[src/rtl/fetch_stage_if.sv]
// fetch_stage_if: bundles every non-clock signal of the instruction-fetch stage.
//   master : fetch_stage side. Receives hazard/redirect/imem data and drives
//            imem_addr plus the IF/ID register outputs.
//   slave  : environment side (hazard unit, branch unit, instruction memory,
//            decode stage).
// Signals:
//   stall, redirect_valid, redirect_target : pipeline control into fetch
//   imem_addr / imem_instr                 : combinational instruction memory port
//   ifid_pc, ifid_instr, ifid_valid        : IF/ID pipeline register
//   halted, misalign_err                   : status
interface fetch_stage_if #(
  parameter int XLEN = 64
);
  logic            stall;
  logic            redirect_valid;
  logic [XLEN-1:0] redirect_target;
  logic [XLEN-1:0] imem_addr;
  logic [31:0]     imem_instr;
  logic [XLEN-1:0] ifid_pc;
  logic [31:0]     ifid_instr;
  logic            ifid_valid;
  logic            halted;
  logic            misalign_err;

  modport master (
    input  stall, redirect_valid, redirect_target, imem_instr,
    output imem_addr, ifid_pc, ifid_instr, ifid_valid, halted, misalign_err
  );

  modport slave (
    output stall, redirect_valid, redirect_target, imem_instr,
    input  imem_addr, ifid_pc, ifid_instr, ifid_valid, halted, misalign_err
  );
endinterface

[src/rtl/fetch_stage.sv]
// fetch_stage: instruction-fetch stage of the pipelined RISC-V core.
// Owns the PC, presents it as the instruction-memory byte address, and
// captures the returned word into the IF/ID register. Handles hazard stalls,
// branch redirects (with IF/ID flush) and halts once the PC leaves the
// populated instruction range.
// Ports:
//   clk   : rising-edge clock
//   reset : asynchronous, active-high
//   bus   : fetch_stage_if.master (control in, imem port, IF/ID and status out)
module fetch_stage #(
  parameter int              XLEN       = 64,
  parameter logic [XLEN-1:0] RESET_PC   = '0,
  parameter logic [XLEN-1:0] IMEM_BYTES = XLEN'(160),
  parameter logic [31:0]     NOP_INSTR  = 32'h0000_0013
) (
  input  logic          clk,
  input  logic          reset,
  fetch_stage_if.master bus
);

  typedef enum logic {
    S_FETCH = 1'b0,
    S_HALT  = 1'b1
  } state_t;

  localparam state_t RESET_STATE = (RESET_PC >= IMEM_BYTES) ? S_HALT : S_FETCH;

  state_t          state_q, state_d;
  logic [XLEN-1:0] pc_q, pc_d;
  logic [XLEN-1:0] ifid_pc_q, ifid_pc_d;
  logic [31:0]     ifid_instr_q, ifid_instr_d;
  logic            ifid_valid_q, ifid_valid_d;
  logic            halted_q, halted_d;
  logic            misalign_q, misalign_d;

  logic [XLEN-1:0] pc_plus4;
  logic [XLEN-1:0] target_aligned;

  assign pc_plus4       = pc_q + XLEN'(4);
  assign target_aligned = {bus.redirect_target[XLEN-1:2], 2'b00};

  // Priority: redirect, then stall, then the per-state normal edge.
  // halted follows the next state so it rises on the edge that loads the
  // last in-range instruction and drops on the redirect edge leaving HALT.
  always_comb begin
    state_d      = state_q;
    pc_d         = pc_q;
    ifid_pc_d    = ifid_pc_q;
    ifid_instr_d = ifid_instr_q;
    ifid_valid_d = ifid_valid_q;
    halted_d     = halted_q;
    misalign_d   = misalign_q;

    if (bus.redirect_valid) begin
      pc_d         = target_aligned;
      ifid_valid_d = 1'b0;
      ifid_instr_d = NOP_INSTR;
      if (bus.redirect_target[1:0] != 2'b00) begin
        misalign_d = 1'b1;
      end
      state_d  = (target_aligned >= IMEM_BYTES) ? S_HALT : S_FETCH;
      halted_d = (target_aligned >= IMEM_BYTES);
    end else if (!bus.stall) begin
      unique case (state_q)
        S_FETCH: begin
          ifid_instr_d = bus.imem_instr;
          ifid_pc_d    = pc_q;
          ifid_valid_d = 1'b1;
          pc_d         = pc_plus4;
          state_d      = (pc_plus4 >= IMEM_BYTES) ? S_HALT : S_FETCH;
          halted_d     = (pc_plus4 >= IMEM_BYTES);
        end
        S_HALT: begin
          ifid_valid_d = 1'b0;
          ifid_instr_d = NOP_INSTR;
          halted_d     = 1'b1;
        end
        default: begin
          state_d = S_FETCH;
        end
      endcase
    end
  end

  always_ff @(posedge clk or posedge reset) begin
    if (reset) begin
      state_q      <= RESET_STATE;
      pc_q         <= RESET_PC;
      ifid_pc_q    <= '0;
      ifid_instr_q <= NOP_INSTR;
      ifid_valid_q <= 1'b0;
      halted_q     <= 1'b0;
      misalign_q   <= 1'b0;
    end else begin
      state_q      <= state_d;
      pc_q         <= pc_d;
      ifid_pc_q    <= ifid_pc_d;
      ifid_instr_q <= ifid_instr_d;
      ifid_valid_q <= ifid_valid_d;
      halted_q     <= halted_d;
      misalign_q   <= misalign_d;
    end
  end

  assign bus.imem_addr    = pc_q;
  assign bus.ifid_pc      = ifid_pc_q;
  assign bus.ifid_instr   = ifid_instr_q;
  assign bus.ifid_valid   = ifid_valid_q;
  assign bus.halted       = halted_q;
  assign bus.misalign_err = misalign_q;

endmodule

[src/flat_wrapper.sv]
// flat-port wrapper written by rule: the top's interface ports become plain ports
module fetch_stage_flat 
#(
  parameter int              XLEN       = 64,
  parameter logic [XLEN-1:0] RESET_PC   = '0,
  parameter logic [XLEN-1:0] IMEM_BYTES = XLEN'(160),
  parameter logic [31:0]     NOP_INSTR  = 32'h0000_0013
)
  (clk, reset, bus_stall, bus_redirect_valid, bus_redirect_target, bus_imem_instr, bus_imem_addr, bus_ifid_pc, bus_ifid_instr, bus_ifid_valid, bus_halted, bus_misalign_err);
  fetch_stage_if #(.XLEN(XLEN)) bus_i ();
  input  logic clk;
  input  logic reset;
  input wire logic [$bits(bus_i.stall)-1:0] bus_stall;
  input wire logic [$bits(bus_i.redirect_valid)-1:0] bus_redirect_valid;
  input wire logic [$bits(bus_i.redirect_target)-1:0] bus_redirect_target;
  input wire logic [$bits(bus_i.imem_instr)-1:0] bus_imem_instr;
  output wire logic [$bits(bus_i.imem_addr)-1:0] bus_imem_addr;
  output wire logic [$bits(bus_i.ifid_pc)-1:0] bus_ifid_pc;
  output wire logic [$bits(bus_i.ifid_instr)-1:0] bus_ifid_instr;
  output wire logic [$bits(bus_i.ifid_valid)-1:0] bus_ifid_valid;
  output wire logic [$bits(bus_i.halted)-1:0] bus_halted;
  output wire logic [$bits(bus_i.misalign_err)-1:0] bus_misalign_err;
  assign bus_i.stall = bus_stall;
  assign bus_i.redirect_valid = bus_redirect_valid;
  assign bus_i.redirect_target = bus_redirect_target;
  assign bus_i.imem_instr = bus_imem_instr;
  assign bus_imem_addr = bus_i.imem_addr;
  assign bus_ifid_pc = bus_i.ifid_pc;
  assign bus_ifid_instr = bus_i.ifid_instr;
  assign bus_ifid_valid = bus_i.ifid_valid;
  assign bus_halted = bus_i.halted;
  assign bus_misalign_err = bus_i.misalign_err;
  fetch_stage #(.XLEN(XLEN), .RESET_PC(RESET_PC), .IMEM_BYTES(IMEM_BYTES), .NOP_INSTR(NOP_INSTR)) u_core (.clk(clk), .reset(reset), .bus(bus_i));
endmodule
[config.mk]
export PLATFORM = sky130hd
export DESIGN_NAME = fetch_stage_flat
export DESIGN_NICKNAME = d
export VERILOG_FILES = /design/src/rtl/fetch_stage_if.sv /design/src/rtl/fetch_stage.sv /design/src/flat_wrapper.sv
export SDC_FILE = /design/constraint.sdc
export NUM_CORES = 1
export LEC_CHECK = 0
export ABC_AREA = 0
export CAP_MARGIN = 30
export CORE_MARGIN = 4
export CORE_UTILIZATION = 51
export CTS_CLUSTER_SIZE = 20
export DETAILED_ROUTE_END_ITERATION = 7
export PLACE_DENSITY_LB_ADDON = 0.25
export SYNTH_ARGS = -nofsm -noshare
export SYNTH_HDL_FRONTEND = slang
export SYNTH_SLANG_ARGS = --single-unit
export TNS_END_PERCENT = 5
[constraint.sdc]
create_clock -name clk -period 8.4 [get_ports clk]
set_input_delay 1.26 -clock clk [delete_from_list [all_inputs] [get_ports clk]]
set_output_delay 1.26 -clock clk [all_outputs]
set_load 0.03 [all_outputs]
==> summary.txt <==
Setup path
  – Crit path from: bus_stall
  – FF-to-FF Start: u_core.bus.imem_addr[2]
  – Kind of critical path: in -> reg
  – WP data arrival: 3.80 ns
  – Startpoint types: primary input
  – Largest fanout on the critical path: 55
  – Worst Setup End Kind: register
  – CP required: 8.77 ns

Synth
  – Ys async rst share: 100.0%
  – Post-synthesis sequential area ratio: 46.92%
  – Area of the mapped netlist: 8488 µm²
  – FF+latch count, synth: 159
  – Synth Area per Inst: 8.715 µm²
  – Post-Synthesis Cells: 974
  – Synth unique cells: 68
  – Synth warn: 0
  – Most used DFF post-synth: dfrtp_1
  – EDFF count, synth: 0

Die
  – Initial Utilization: 52.67%
  – Die ar.: 18770 µm²
  – Core area: 16120 µm²
  – Row Count: 46
  – Chip Height: 137.0 µm
  – Die Wd: 137.0 µm
  – # IOs: 263

CTS
  – Post-CTS Resized: 0
  – Setup Buffers After CTS: 0
  – Clock insertion delay at the later pin of the skew report: 0.43 ns
  – H-tree lvl count: 4
  – Hold bufs inserted after CTS: 0
  – CTS Sinks: 159
  – Clock-pin slew of the registers on the worst-case setup and hold paths: 0.07 ns
  – CTS Buf Count: 17
  – TritonCTS clock tree: built
  – Deepest clock path buffer count: 2
  – Root Buffer Master: clkbuf_16

STA
  – Fin. max-slew vios: 0
  – Peak Freq: 292.2 MHz
  – Final min period: 3.422 ns
  – Max Clock Skew: 0.008497 ns
  – Setup TNS: 0 ns
  – Rel. slew slack: 43.40%
  – Final hold violations: 0
  – Period utilization: 40.74%
  – Unrepaired setup endpoints after global routing: false
  – Final setup violation count: 0
  – Worst-margin pin slew: 0.8490 ns

Power and ir drop
  – Leak: 4.886 nW
  – Peak supply drop: 0.1474 mV
  – Power Density: 176.8 nW/µm²

Final layout
  – Commonest non-fill, non-tap cell in the layout: nand2_1
  – Area delta synth->final: 38.24%
  – Post-layout util: 72.81%
  – NumNets Final: 1287
  – ANT cells: 0
  – Most frequent cells in the layout: nand2_1 (269), clkdlybuf4s50_1 (257), dfrtp_1 (156)
  – Layout cells sized above 1: 5.922%
  – Fin area: 11730 µm²

Drt
  – Vias: 8131
  – ANT nets after route: 0
  – WL final: 27.08 mm
  – Detailed Route Iter0 Violations: 693
  – Pre-Repair DR Iteration Count: 5
  – Via-to-Cell Ratio: 5.746
  – Routed length per instance: 19.14 µm
  – # DRC: 0

Global routing
  – Initial antenna violation count: 0
  – Largest net degree at the start of global routing: 97
  – Grt ovf: 0
  – First-pass GRT wire length: 42.24 mm
  – Vias in the first global route: 7845
  – Overall Global Routing Usage: 28.87%

Placed design
  – Placed cell area: 11090 µm²
  – RD Place Congestion: 0.9353
  – Port-buffer cells: 258
  – Final HPWL DP: 19.17 mm

Worst hold path
  – HP Class: reg -> reg
  – Min-delay src: u_core.bus.misalign_err

Status
  – Status: finished, final reports clean

Job
  – Maximum capacitance violations: 0
## final timing paths
check	endpoint	slack, ns	cells past startpoint
setup / recovery	u_core.bus.ifid_instr[10]	4.98	5
hold / removal	u_core.bus.misalign_err	0.46	1
setup reg to reg	u_core.bus.imem_addr[56]	5.01	9
hold reg to reg	u_core.bus.misalign_err	0.46	1
max in group asynchronous	u_core.bus.imem_addr[10]	5.66	3
min in group asynchronous	u_core.bus.ifid_instr[21]	1.38	2
## cell usage after synthesis (all sizes together), types with 4 or more instances
master | count | area (µm²)
nand4 | 31 | 249.0
dfrtp | 156 | 3904
or3 | 4 | 30.03
mux2i | 5 | 50.05
buf | 30 | 166.4
xor2 | 29 | 254.0
xnor2 | 57 | 499.2
inv | 13 | 48.80
a22o | 29 | 254.0
nor2 | 48 | 185.2
a21oi | 10 | 50.05
nand3 | 29 | 150.1
o21ai | 78 | 390.4
or2 | 5 | 31.28
clkbuf | 44 | 165.2
nand2 | 271 | 1020
nor4 | 33 | 261.5
or4 | 4 | 33.78
and3 | 17 | 106.4
nor3 | 30 | 160.2
## cells by family (layout without fill, tap and decap cells)
group,count (synthesis),count (layout),share of synthesized area [%]
buffers and inverters,87,309,4.481
other,1,4,0.04418
AND/OR/NAND/NOR,489,489,27.82
XOR/XNOR,86,86,8.874
multiplexers,7,7,0.8550
AO/OA/AOI/OAI,144,144,10.86
flip-flops,159,159,46.92
adder cells (fa/ha/maj),1,1,0.1474
## cell type report
| cell class | instances | area, µm² |
|---|---|---|
| clock buffers | 17 | 425.4 |
| fillers | 1215 | 4382 |
| repair buffers | 264 | 2633 |
| clock inverters | 15 | 220.2 |
| multi-input cells | 731 | 4149 |
| flip-flops and latches | 159 | 3983 |
| well taps | 216 | 270.3 |
| inverters | 13 | 53.80 |
## stage by stage
step / std cells / worst slack (ns) / total power [mW] / hold WS (ns)
after floorplan: 977 / 2.853 / 1.059 / 0.5722
after global placement: 1382 / 4.637 / 1.216 / 0.4555
after detailed placement: 1383 / 4.562 / 1.221 / 0.4543
after CTS: 1415 / 4.981 / 2.075 / 0.4712
after global routing: 1415 / 4.808 / 2.146 / 0.4941
final: 1415 / 4.978 / 2.075 / 0.4629
## layer usage
metal	vias up	routed length [µm]	part of all wire (%)	track usage, %
met5	-	0	0	0
met2	438	12270	45	43.13
met4	0	803	3.0	10.70
met3	64	2696	10	8.382
li1	3764	-	-	-
met1	3865	11310	42	40.04
## registers in the layout (all words and copies together), names as in the netlist
| signal | flops |
|---|---|
| u_core.bus.ifid_instr | 32 |
| u_core.bus.halted | 1 |
| u_core.bus.imem_addr | 62 |
| u_core.bus.ifid_pc | 62 |
| u_core.bus.ifid_valid | 1 |
| u_core.bus.misalign_err | 1 |
## worst max-delay path: stages
cell and delay (ns):
clkdlybuf4s50_1 0.49, or2_2 0.53, nor2_4 0.58, buf_4 0.61, a22o_1 0.26
## power by group
| group | switching, mW | internal (mW) | leakage (nW) | total, mW |
|---|---|---|---|---|
| Combinational | 0.184 | 0.150 | 2.51 | 0.335 |
| Clock | 0.352 | 0.508 | 0.307 | 0.861 |
| Sequential | 0.0792 | 0.800 | 2.07 | 0.879 |
| Total | 0.616 | 1.46 | 4.89 | 2.07 |
Power figures use the tool's default switching activity.
